File: src/rtl/sopc_run_ctrl.sv
// ============================================================================
// sopc_run_ctrl : staggered reset release, run-cycle counting, halt/timeout end
// Revision 1.0
// ============================================================================
`default_nettype none

module sopc_run_ctrl #(
  parameter int RST_HOLD_CYCLES = 10,
  parameter int CHANNELS        = 2,
  parameter int STAGGER         = 4,
  parameter int TIMEOUT_CYCLES  = 500,
  parameter int HALT_REPEAT     = 8,
  parameter int CNT_WIDTH       = 32,
  parameter int PC_WIDTH        = 32
) (
  input  logic                 clk,
  input  logic                 rst,
  input  logic [PC_WIDTH-1:0]  pc_i,
  input  logic                 pc_valid_i,
  input  logic                 restart_i,
  output logic [CHANNELS-1:0]  sub_rst_o,
  output logic                 running_o,
  output logic                 done_o,
  output logic                 halted_o,
  output logic                 timeout_o,
  output logic [CNT_WIDTH-1:0] cycle_cnt_o
);

  typedef enum logic [1:0] {
    S_HOLD    = 2'd0,
    S_RELEASE = 2'd1,
    S_RUN     = 2'd2,
    S_DONE    = 2'd3
  } state_t;

  localparam logic [31:0]          HOLD_LAST    = 32'(RST_HOLD_CYCLES - 1);
  localparam logic [31:0]          REL_LAST     = 32'((CHANNELS - 1) * STAGGER);
  localparam logic [31:0]          STABLE_LAST  = 32'(HALT_REPEAT - 2);
  localparam logic [CNT_WIDTH-1:0] TIMEOUT_LAST = CNT_WIDTH'(TIMEOUT_CYCLES - 1);
  localparam logic [CNT_WIDTH-1:0] CNT_MAX      = '1;

  state_t                state, state_next;
  logic [31:0]           hold_cnt, hold_cnt_next;
  logic [31:0]           rel_cnt, rel_cnt_next;
  logic [31:0]           stable_cnt, stable_cnt_next;
  logic [PC_WIDTH-1:0]   last_pc, last_pc_next;
  logic                  have_last, have_last_next;
  logic [CHANNELS-1:0]   sub_rst_next;
  logic                  running_next, done_next, halted_next, timeout_next;
  logic [CNT_WIDTH-1:0]  cycle_cnt_next;
  logic                  pc_match, halt_hit, timeout_hit;

  always_ff @(posedge clk) begin
    if (rst) begin
      state       <= S_HOLD;
      hold_cnt    <= '0;
      rel_cnt     <= '0;
      stable_cnt  <= '0;
      last_pc     <= '0;
      have_last   <= 1'b0;
      sub_rst_o   <= '1;
      running_o   <= 1'b0;
      done_o      <= 1'b0;
      halted_o    <= 1'b0;
      timeout_o   <= 1'b0;
      cycle_cnt_o <= '0;
    end else begin
      state       <= state_next;
      hold_cnt    <= hold_cnt_next;
      rel_cnt     <= rel_cnt_next;
      stable_cnt  <= stable_cnt_next;
      last_pc     <= last_pc_next;
      have_last   <= have_last_next;
      sub_rst_o   <= sub_rst_next;
      running_o   <= running_next;
      done_o      <= done_next;
      halted_o    <= halted_next;
      timeout_o   <= timeout_next;
      cycle_cnt_o <= cycle_cnt_next;
    end
  end

  // The halting sample is the one that would push stable_cnt to HALT_REPEAT-1.
  always_comb begin
    pc_match    = pc_valid_i && have_last && (pc_i == last_pc);
    halt_hit    = pc_match && (stable_cnt == STABLE_LAST);
    timeout_hit = (TIMEOUT_CYCLES != 0) && (cycle_cnt_o == TIMEOUT_LAST);
  end

  always_comb begin
    state_next      = state;
    hold_cnt_next   = hold_cnt;
    rel_cnt_next    = rel_cnt;
    stable_cnt_next = stable_cnt;
    last_pc_next    = last_pc;
    have_last_next  = have_last;
    sub_rst_next    = sub_rst_o;
    running_next    = running_o;
    done_next       = done_o;
    halted_next     = halted_o;
    timeout_next    = timeout_o;
    cycle_cnt_next  = cycle_cnt_o;

    case (state)
      S_HOLD: begin
        hold_cnt_next = hold_cnt + 32'd1;
        if (hold_cnt == HOLD_LAST) begin
          state_next   = S_RELEASE;
          rel_cnt_next = '0;
        end
      end

      S_RELEASE: begin
        rel_cnt_next = rel_cnt + 32'd1;
        for (int k = 0; k < CHANNELS; k++) begin
          if (rel_cnt == 32'(k * STAGGER)) sub_rst_next[k] = 1'b0;
        end
        if (rel_cnt == REL_LAST) begin
          state_next   = S_RUN;
          running_next = 1'b1;
        end
      end

      S_RUN: begin
        if (cycle_cnt_o != CNT_MAX) cycle_cnt_next = cycle_cnt_o + 1'b1;
        // Invalid cycles leave the PC history untouched so gaps do not reset a run.
        if (pc_valid_i) begin
          stable_cnt_next = pc_match ? stable_cnt + 32'd1 : '0;
          last_pc_next    = pc_i;
          have_last_next  = 1'b1;
        end
        if (halt_hit || timeout_hit) begin
          state_next   = S_DONE;
          done_next    = 1'b1;
          running_next = 1'b0;
          sub_rst_next = '1;
          halted_next  = halt_hit;
          timeout_next = timeout_hit && !halt_hit;
        end
      end

      S_DONE: begin
        if (restart_i) begin
          state_next      = S_HOLD;
          hold_cnt_next   = '0;
          cycle_cnt_next  = '0;
          done_next       = 1'b0;
          halted_next     = 1'b0;
          timeout_next    = 1'b0;
          stable_cnt_next = '0;
          have_last_next  = 1'b0;
          sub_rst_next    = '1;
        end
      end

      default: state_next = S_HOLD;
    endcase
  end

endmodule

`default_nettype wire

File: config.mk
export PLATFORM = sky130hd
export DESIGN_NAME = sopc_run_ctrl
export DESIGN_NICKNAME = d
export VERILOG_FILES = /design/src/rtl/sopc_run_ctrl.sv
export SDC_FILE = /design/constraint.sdc
export NUM_CORES = 1
export LEC_CHECK = 0
export ABC_AREA = 0
export ABC_CLOCK_PERIOD_IN_PS = 6260
export BUFFER_PORTS_ARGS = -buffer_cell sky130_fd_sc_hd__buf_4
export CAP_MARGIN = 5
export CELL_PAD_IN_SITES_DETAIL_PLACEMENT = 1
export CELL_PAD_IN_SITES_GLOBAL_PLACEMENT = 1
export CORE_ASPECT_RATIO = 0.5
export CORE_MARGIN = 5
export CORE_UTILIZATION = 27
export DETAILED_ROUTE_END_ITERATION = 8
export GPL_TIMING_DRIVEN = 0
export PLACE_DENSITY_LB_ADDON = 0.3
export SLEW_MARGIN = 20
export SYNTH_ARGS = -nofsm -noshare
export SYNTH_HDL_FRONTEND = slang
export SYNTH_SLANG_ARGS = --single-unit
File: constraint.sdc
create_clock -name clk -period 6.26 [get_ports clk]
set_input_delay 0.626 -clock clk [delete_from_list [all_inputs] [get_ports clk]]
set_output_delay 0.626 -clock clk [all_outputs]
set_load 0.005 [all_outputs]
* Yosys cells after proc, flatten, opt, wreduce, memory -nomap -nowiden
Index checks and enable logic that the tools add are counted.
Word-level totals: flip-flop bits (word level) 169, latch bits 0, RAM bits 0, ROM bits 0, bits of input ports 36, output and inout port bits 38, logic and storage cells 86, memories 0
Cells by class: add/subtract/negate cells 4, multiply operators 0, divide/modulo/power cells 0, magnitude comparators 0, equal/unequal tests 16, shift-type cells 0, mux-type cells 30, bitwise logic cells 0, reductions and logical operators 23
Operators by type and width (number):
- one-hot mux 32 bit (2 select lines) | 4
- two-way mux 32 bit | 5
- adder 32 x 1 -> 32 bit, second input constant | 4
- equality test 32 x 3 -> 1 bit, second input constant | 2
- equality test 32 bit | 1
- equality test 32 x 4 -> 1 bit, second input constant | 1
- equality test 32 x 9 -> 1 bit, second input constant | 1
- zero test 32 bit | 1
- inequality test 32 bit, second input constant | 1
- inequality test 2 bit, second input constant | 7
- AND reduction 3 bit | 4
- AND reduction 4 bit | 3
- two-way mux 2 bit | 5
- one-hot mux 1 bit (2 select lines) | 5
- two-way mux 1 bit | 9
- one-hot mux 2 bit (4 select lines) | 1
- nonzero test 2 bit | 4
- one-hot mux 2 bit (3 select lines) | 1
- AND reduction 2 bit | 3
- equality test 2 bit, second input constant | 2
- logical AND 1 bit | 4
- nonzero test 3 bit | 1
- equality test 2 x 1 -> 1 bit, second input constant | 1
- zero test 2 bit | 1
- 2 further kinds | 2

* Longest topological paths before layout
Gate-level depths: netlist (run 1).
depth in word-level cells 7, mapped depth 11, mapped depth without buffers 8

* Least setup slack after synthesis (run 1)
OpenSTA, ideal clock, no wires.
path kind in2reg, start input pc_i[31], end register state[1], setup time 0.072 ns, arrival 2.302 ns, data required time 6.188 ns, slack 3.887 ns, stages 7, buffers on the path 1, cells stage by stage xor2_1 -> nor4_1 -> nand3_1 -> or4b_1 -> clkbuf_1 -> a21oi_1 -> mux2i_1
Between the ends: longest elaborated chain between the ends 6
Ends and longest elaborated chain:
- start, declared | line 18 | input logic [PC_WIDTH-1:0] pc_i,
- equality test 32 bit | line 85 | pc_match = pc_valid_i && have_last && (pc_i == last_pc);
- logical AND 1 bit | line 85
- logical AND 1 bit | line 86 | halt_hit = pc_match && (stable_cnt == STABLE_LAST);
- logical OR 1 bit | line 132 | if (halt_hit || timeout_hit) begin
- inequality test 2 bit (no source line)
- AND reduction 4 bit (no source line)
- end signal, assigned | line 68 | state <= state_next;
- end, declared | line 42 | state_t state, state_next;
Every way passes these cells. A chain may end at the register's enable or synchronous reset.

* Worst setup path after layout (run 1)
start register state[0], end register cycle_cnt_o[0]
Between the ends: longest elaborated chain between the ends 3, elaborated cells between the ends (all ways) 7, classes of those cells 4 x eq/ne; 1 x mux; 2 x reduce/logical
Ends and longest elaborated chain:
- equality test 2 bit | line 104 | case (state)
- inequality test 2 bit (no source line) / nonzero test 2 bit (equally long branches)
- AND reduction 3 bit (no source line)
- end signal, assigned | line 79 | cycle_cnt_o <= cycle_cnt_next;
- end, declared | line 26 | output logic [CNT_WIDTH-1:0] cycle_cnt_o
Several ways; a longest one is shown, not always the timed one.

==> results.py, run 1 <==
metrics = {
    "status": {
        "status": "completed",
    },
    "min_path": {
        "hp-start": "pc_i[20]",
        "whs_endpoint": "last_pc[20]$_SDFFE_PP0P_",
        "hold_path.class": "in -> reg",
        "hold_path_depth": 3,
    },
    "setup_path": {
        "crit_top_cell": "buf_2",
        "cp.required_ns": 6.58,
        "path_buf_inv": 4,
        "critPathCaptureType": "register",
        "slowest_stage": "nor4b_1",
        "slowest_delay_ns": 0.55,
        "cpLargestDelayFamily": "simple AND/OR/NAND/NOR gates",
        "r2r_start": "state[0]$_SDFFE_PP0P_",
        "reg2reg_slack_ns": 3.25,
        "crit_chain": "inv_1 > ha_1 > buf_2 > nand4_1 > nor4_1 > nor4b_1 > buf_2 > buf_2 > nor2_1 > xnor2_1 > nor2_1",
        "cp-start-kind": "register",
        "crit_type": "reg -> reg",
        "cp.arrival_ns": 3.33,
        "r2r-end": "cycle_cnt_o[0]$_SDFFE_PP0P_",
        "worst-r2r-cell-count": 11,
        "crit_fanout": 10,
    },
    "layout": {
        "fin_util": 0.3246,
        "fin_nets": 1238,
        "drive_gt1_frac": 0.1049,
        "multi_input_area_sq_um": 4911,
        "register_area_sq_um": 3383,
        "n_antenna_cell": 0,
        "stdcell_count": 1633,
        "nFillCells": 3821,
        "area_growth_pct": 18.64,
    },
    "routing": {
        "routed_wl_um": 27440,
        "drc": 0,
        "drt_iter0_drc": 335,
        "viasPerCell": 5.122,
        "first_pass_iters": 4,
        "detail-route-antenna-nets": 0,
        "wl_per_cell_um": 16.80,
        "vias": 8364,
    },
    "power_and_ir_drop": {
        "internal_power_w": 0.001713,
        "switching_share": 0.2554,
        "switchingPower_w": 0.0005875,
        "power_w": 0.002300,
        "vdd_ir_drop_max_uv": 195.5,
        "p_comb_frac": 0.092,
        "clkPwrFrac": 0.424,
        "powerDensity_nw_per_um2": 224.3,
        "p_seq_frac": 0.484,
        "cellLeakagePower_nw": 3.386,
    },
    "synth": {
        "synth_fp_nets": 1147,
        "synthTopCellsByArea": "dfxtp_1 (39%), nand2_1 (6.5%), a21oi_1 (6.3%)",
        "synth-seq-area-share": 0.3914,
        "synth-async-reset-ratio": 0,
        "synth_top_area_share": 0.3914,
        "synth-edff-count": 0,
        "ys.flop_type": "dfxtp_1",
        "synthCells": 1099,
        "yosys.area.top_type": "dfxtp_1",
        "yosys_warnings": 0,
        "post_synth.cell_area_avg_sq_um": 7.866,
        "ys_types": 58,
        "ys_ff_latch": 169,
        "synthesis.area_sq_um": 8645,
    },
    "sta": {
        "relSlewSlack": 0.2435,
        "worst_slew_pin_slew_ns": 1.119,
        "min_period_ns": 3.009,
        "skew_ns": 0.007846,
        "setup_ws_ns": 3.251,
        "slew_violations": 0,
        "hold_viol": 0,
        "fmax_ghz": 0.3323,
        "fin_crit_sh": 0.4807,
        "finalSetupViolCount": 0,
        "finalSetupTns_ns": 0,
        "rsz0062_at_grt": "false",
    },
    "clock_network": {
        "clk_pin_slew_ns": 0.06,
        "post_cts.repair.setup_buffers": 0,
        "cts_hold_buf": 0,
        "cts.sinks": 169,
        "htreeDepth": 4,
        "cts_root_buffer": "clkbuf_16",
        "clk-insertion-delay-late_ns": 0.44,
        "cts.path.max_buffers": 2,
        "cts_tree": "done",
        "cts_resized": 0,
        "cts_made_buffers": 17,
    },
    "grt": {
        "grt_use_total": 0.1517,
        "grt-ovfl-total": 0,
        "antenna_found_initial": 0,
        "grt_max_degree": 17,
        "grt_pass1_vias": 8546,
        "grt_first_pass_wirelength_um": 44790,
    },
    "die": {
        "rows": 46,
        "core_area_sq_um": 31600,
        "die_area_sq_um": 35910,
        "dieWidth_um": 263.1,
        "die_h_um": 136.5,
        "io_pins": 74,
        "start_util": 0.2736,
    },
    "place": {
        "routabilityCongestion": 0.7812,
        "portBuffers": 72,
        "dp_slack_ns": 3.022,
        "placed_cells": 1603,
        "hpwl_um": 20460,
    },
    "job": {
        "drv_cap": 0,
    },
}
-- synth_stat cells (4+ instances only) --
| library cell | count |
|---|---|
| o21ai_0 | 32 |
| nand4_1 | 35 |
| dfxtp_1 | 169 |
| and4_1 | 14 |
| or3_1 | 16 |
| clkbuf_1 | 44 |
| a21oi_1 | 108 |
| and3_1 | 14 |
| a41oi_1 | 8 |
| inv_1 | 33 |
| nor4b_1 | 8 |
| nand2b_1 | 6 |
| a311oi_1 | 10 |
| ha_1 | 12 |
| nor3_1 | 47 |
| buf_2 | 11 |
| a31oi_1 | 4 |
| o211ai_1 | 5 |
| xnor2_1 | 42 |
| o31ai_1 | 8 |
| xor2_1 | 54 |
| nor2_1 | 106 |
| nor2b_1 | 5 |
| nor4_1 | 49 |
| and2_1 | 8 |
| mux2i_1 | 4 |
| nand3_1 | 46 |
| nand2_1 | 149 |
| or4_1 | 8 |
-- per-stage QoR --
stage          hold WS [ns]  cell area [sq um]
4_1_cts              0.4173              10260
5_1_grt              0.4310              10260
6_report             0.4400              10260
3_3_place_gp         0.4547               9726
3_5_place_dp         0.4633               9732
2_1_floorplan        0.4451               8645
-- registers in the layout, indices dropped and copies added (netlist names) --
signal,count
last_pc,32
sub_rst_o,2
running_o,1
rel_cnt,32
timeout_o,1
stable_cnt,32
have_last,1
done_o,1
state,2
hold_cnt,32
halted_o,1
cycle_cnt_o,32
-- worst register-to-register path: cells and delay by family (launching register included) --
family | cells | cell delay, ns
and+or+nand+nor | 5 | 1.27
DFF | 1 | 0.34
adders and majority gates | 1 | 0.15
xor gates and xnor gates | 1 | 0.19
buffers and inverters | 4 | 0.94
-- cell usage in the layout (no fill, tap or decap), types with 35 or more instances in the layout --
| cell type | n |
|---|---|
| nor3_1 | 47 |
| nor2_1 | 106 |
| dfxtp_1 | 169 |
| xnor2_1 | 42 |
| clkbuf_1 | 47 |
| xor2_1 | 54 |
| buf_4 | 73 |
| nand4_1 | 35 |
| nor4_1 | 48 |
| a21oi_1 | 108 |
| nand2_1 | 149 |
| nand3_1 | 46 |
-- how the worst max path moves through the flow --
stage | start | slack [ns] | depth (start not counted) | endpoint
after global routing | state[0]$_SDFFE_PP0P_ | 2.87 | 10 | stable_cnt[28]$_SDFFE_PP0P_
after detailed placement | pc_i[31] | 3.02 | 8 | stable_cnt[30]$_SDFFE_PP0P_
after CTS | state[0]$_SDFFE_PP0P_ | 3.18 | 10 | stable_cnt[29]$_SDFFE_PP0P_
final | state[0]$_SDFFE_PP0P_ | 3.25 | 11 | cycle_cnt_o[0]$_SDFFE_PP0P_
after global placement | pc_i[31] | 3.09 | 8 | stable_cnt[30]$_SDFFE_PP0P_
after floorplan | pc_i[31] | 3.89 | 7 | state[1]$_SDFFE_PP0P_
-- layer usage --
metal,up-vias,wire length (um),track usage
met2,76,13330,0.2676
met4,0,391,0.04416
met5,-,0,0
met1,4162,12960,0.1909
met3,26,750,0.02982
li1,4100,-,-
-- layout make-up --
type                    instances  area share
clock buffers                  23     0.04660
well taps                     432     0.05270
repair buffers                 72     0.05270
flip-flops and latches        169      0.3299
clock inverters                 7    0.004514
plain buffers                  57     0.02269
inverters                      33     0.01208
multi-input cells             840      0.4788
-- cell families (layout without fill, tap and decap cells) --
kind of cell,after synthesis,in the layout,share of synthesized area
and+or+nand+nor,531,531,0.3123
xor gates and xnor gates,96,96,0.09726
muxes,5,5,0.005934
AOI/OAI and AO/OA,196,196,0.1345
adders and majority gates,12,12,0.01737
DFF,169,169,0.3914
buffers and inverters,90,192,0.04125
-- power by group through the flow --
stage	registers [W]	logic, W	clock network [W]
after CTS	0.00111	0.000216	0.00101
after global routing	0.00112	0.000237	0.00105
final	0.00111	0.000211	0.000975
after floorplan	0.00113	0.000125	0
after global placement	0.00114	0.000212	0
after detailed placement	0.00114	0.000215	0
Power figures use the tool's default switching activity.
==> run 2, diff against run 1 <==
--- a/config.mk
+++ b/config.mk
@@ -6,7 +6,7 @@
 export NUM_CORES = 1
 export LEC_CHECK = 0
 export ABC_AREA = 0
-export ABC_CLOCK_PERIOD_IN_PS = 6260
+export ABC_CLOCK_PERIOD_IN_PS = 2800
 export BUFFER_PORTS_ARGS = -buffer_cell sky130_fd_sc_hd__buf_4
 export CAP_MARGIN = 5
 export CELL_PAD_IN_SITES_DETAIL_PLACEMENT = 1
==> constraint.sdc (replaced) <==
create_clock -name clk -period 2.8 [get_ports clk]
set_input_delay 0.28 -clock clk [delete_from_list [all_inputs] [get_ports clk]]
set_output_delay 0.28 -clock clk [all_outputs]
set_load 0.005 [all_outputs]
==> run 2 against run 1 <==
Combinational power grew 140%. Maximum frequency is 12% higher. Register-to-register slack lost 3.1 ns. Power grew 120%. Clock power rose by 120%.
==> results.py, run 2 (synthesis gave the netlist of run 1 again) <==
metrics = {
    "status": {
        "status": "completed",
    },
    "die": {
        "rows": 46,
        "start_util": 0.2736,
        "die_area_sq_um": 35910,
        "core_area_sq_um": 31600,
        "dieWidth_um": 263.1,
        "die_h_um": 136.5,
        "io_pins": 74,
    },
    "power_and_ir_drop": {
        "p_comb_frac": 0.096,
        "internal_power_w": 0.003836,
        "switchingPower_w": 0.001332,
        "switching_share": 0.2578,
        "clkPwrFrac": 0.422,
        "vdd_ir_drop_max_uv": 437.5,
        "cellLeakagePower_nw": 3.497,
        "p_seq_frac": 0.482,
        "powerDensity_nw_per_um2": 495.2,
    },
    "setup_path": {
        "cp_num_cells": 8,
        "cp.arrival_ns": 3.05,
        "cpLargestDelayFamily": "simple AND/OR/NAND/NOR gates",
        "cp-start-kind": "register",
        "slowest_delay_ns": 0.54,
        "cp.required_ns": 3.17,
        "crit_chain": "ha_1 > nor4b_1 > nand4_1 > nor2_1 > or4b_1 > clkbuf_1 > a21oi_1 > mux2i_1",
        "slowest_stage": "or4b_1",
        "worst-r2r-cell-count": 8,
        "crit_fanout": 7,
        "path_buf_inv": 1,
        "critPathCaptureType": "register",
        "crit_type": "reg -> reg",
    },
    "clock_network": {
        "cts_tree": "done",
        "clk-insertion-delay-late_ns": 0.44,
        "cts_hold_buf": 0,
        "cts.path.max_buffers": 2,
        "cts_root_buffer": "clkbuf_16",
        "cts.sinks": 169,
        "cts_made_buffers": 17,
        "htreeDepth": 4,
        "clk_pin_slew_ns": 0.07,
    },
    "layout": {
        "nFillCells": 3817,
        "n_antenna_cell": 0,
        "fin_nets": 1243,
        "design_area_sq_um": 10440,
        "area_growth_pct": 20.73,
        "layout_commonest_cell": "dfxtp_1",
        "fin_util": 0.3303,
        "drive_gt1_frac": 0.1277,
        "final_cell_mix": "dfxtp_1 (169), nand2_1 (148), a21oi_1 (108)",
    },
    "sta": {
        "holdWs_ns": 0.09674,
        "skew_ns": 0.008497,
        "worst_slew_pin_slew_ns": 0.8972,
        "fin_crit_sh": 0.9590,
        "min_period_ns": 2.685,
        "rsz0062_at_grt": "false",
        "finalSetupViolCount": 0,
        "relSlewSlack": 0.3969,
        "slew_violations": 0,
        "fmax_ghz": 0.3724,
        "hold_viol": 0,
    },
    "grt": {
        "grt_first_pass_wirelength_um": 45020,
        "grt_use_total": 0.1523,
        "grt_max_degree": 17,
        "grt-ovfl-total": 0,
        "antenna_found_initial": 0,
        "grt_pass1_vias": 8584,
    },
    "job": {
        "drv_cap": 0,
    },
    "place": {
        "hpwl_um": 20460,
        "portBuffers": 72,
        "routabilityCongestion": 0.7812,
        "placed_area_sq_um": 9732,
    },
    "routing": {
        "wl_per_cell_um": 16.82,
        "first_pass_iters": 4,
        "viasPerCell": 5.134,
        "drt_iter0_drc": 358,
        "drc": 0,
        "vias": 8409,
        "detail-route-antenna-nets": 0,
        "routed_wl_um": 27560,
    },
    "min_path": {
        "hold_path_depth": 3,
        "hold_path.class": "in -> reg",
    },
}
==> run 2: cell count changes in the layout (fill, tap and decap cells not counted), sizes merged <==
cell / before / now
buf: 84 / 89
==> run 2: tightest hold or removal path, cell delays in order <==
cell and delay, ns:
buf_4 0.12, nand2_1 0.05, a21oi_1 0.05
==> run 2: per-layer routing <==
layer  vias up  track usage  routed length, um
met2        87       0.2682              13400
met3        27      0.03090                756
li1       4111            -                  -
met1      4184       0.1914              12980
met5         -            0                  0
met4         0      0.04473                418
==> run 2: path summary, 6_finish.rpt <==
path / slack, ns / to / startpoint
worst min register to register: 0.47 / last_pc[26]$_SDFFE_PP0P_ / last_pc[26]$_SDFFE_PP0P_
worst max-delay path: 0.11 / sub_rst_o[1]$_SDFFE_PP1P_ / stable_cnt[1]$_SDFFE_PP0P_
worst min-delay path: 0.1 / last_pc[30]$_SDFFE_PP0P_ / pc_i[30]
worst max register to register: 0.11 / sub_rst_o[1]$_SDFFE_PP1P_ / stable_cnt[1]$_SDFFE_PP0P_
==> run 2: through the flow <==
stage	power (W)	std cells	setup TNS, ns	setup slack [ns]
2_1_floorplan	0.002815	1099	0	0.5361
3_3_place_gp	0.003013	1603	-2.853	-0.1394
3_5_place_dp	0.003025	1603	-6.458	-0.2661
4_1_cts	0.005230	1638	0	0.01776
5_1_grt	0.005391	1638	0	0.005651
6_report	0.005168	1638	0	0.1149
==> run 2: cell type report <==
cell class	count	area, sq um	share of cell area
inverters	33	123.9	0.01187
well taps	432	540.5	0.05179
flip-flops and latches	169	3383	0.3242
clock inverters	7	46.29	0.004436
plain buffers	56	244.0	0.02338
multi-input cells	840	5035	0.4824
repair buffers	78	585.6	0.05611
clock buffers	23	478.0	0.04580
==> run 2: timing repair <==
action,CTS,global route
gates resized for setup,11,24
setup endpoints to repair,68,94
hold endpoints to repair,0,0
buffers inserted,5,1
pin swaps,2,3
==> run 2: power groups by stage <==
stage	Clock (W)	Combinational, W	Sequential, W
2_1_floorplan	0	0.000279	0.00254
3_5_place_dp	0	0.000480	0.00254
3_3_place_gp	0	0.000473	0.00254
6_report	0.00218	0.000497	0.00249
4_1_cts	0.00225	0.000485	0.00249
5_1_grt	0.00234	0.000551	0.00250
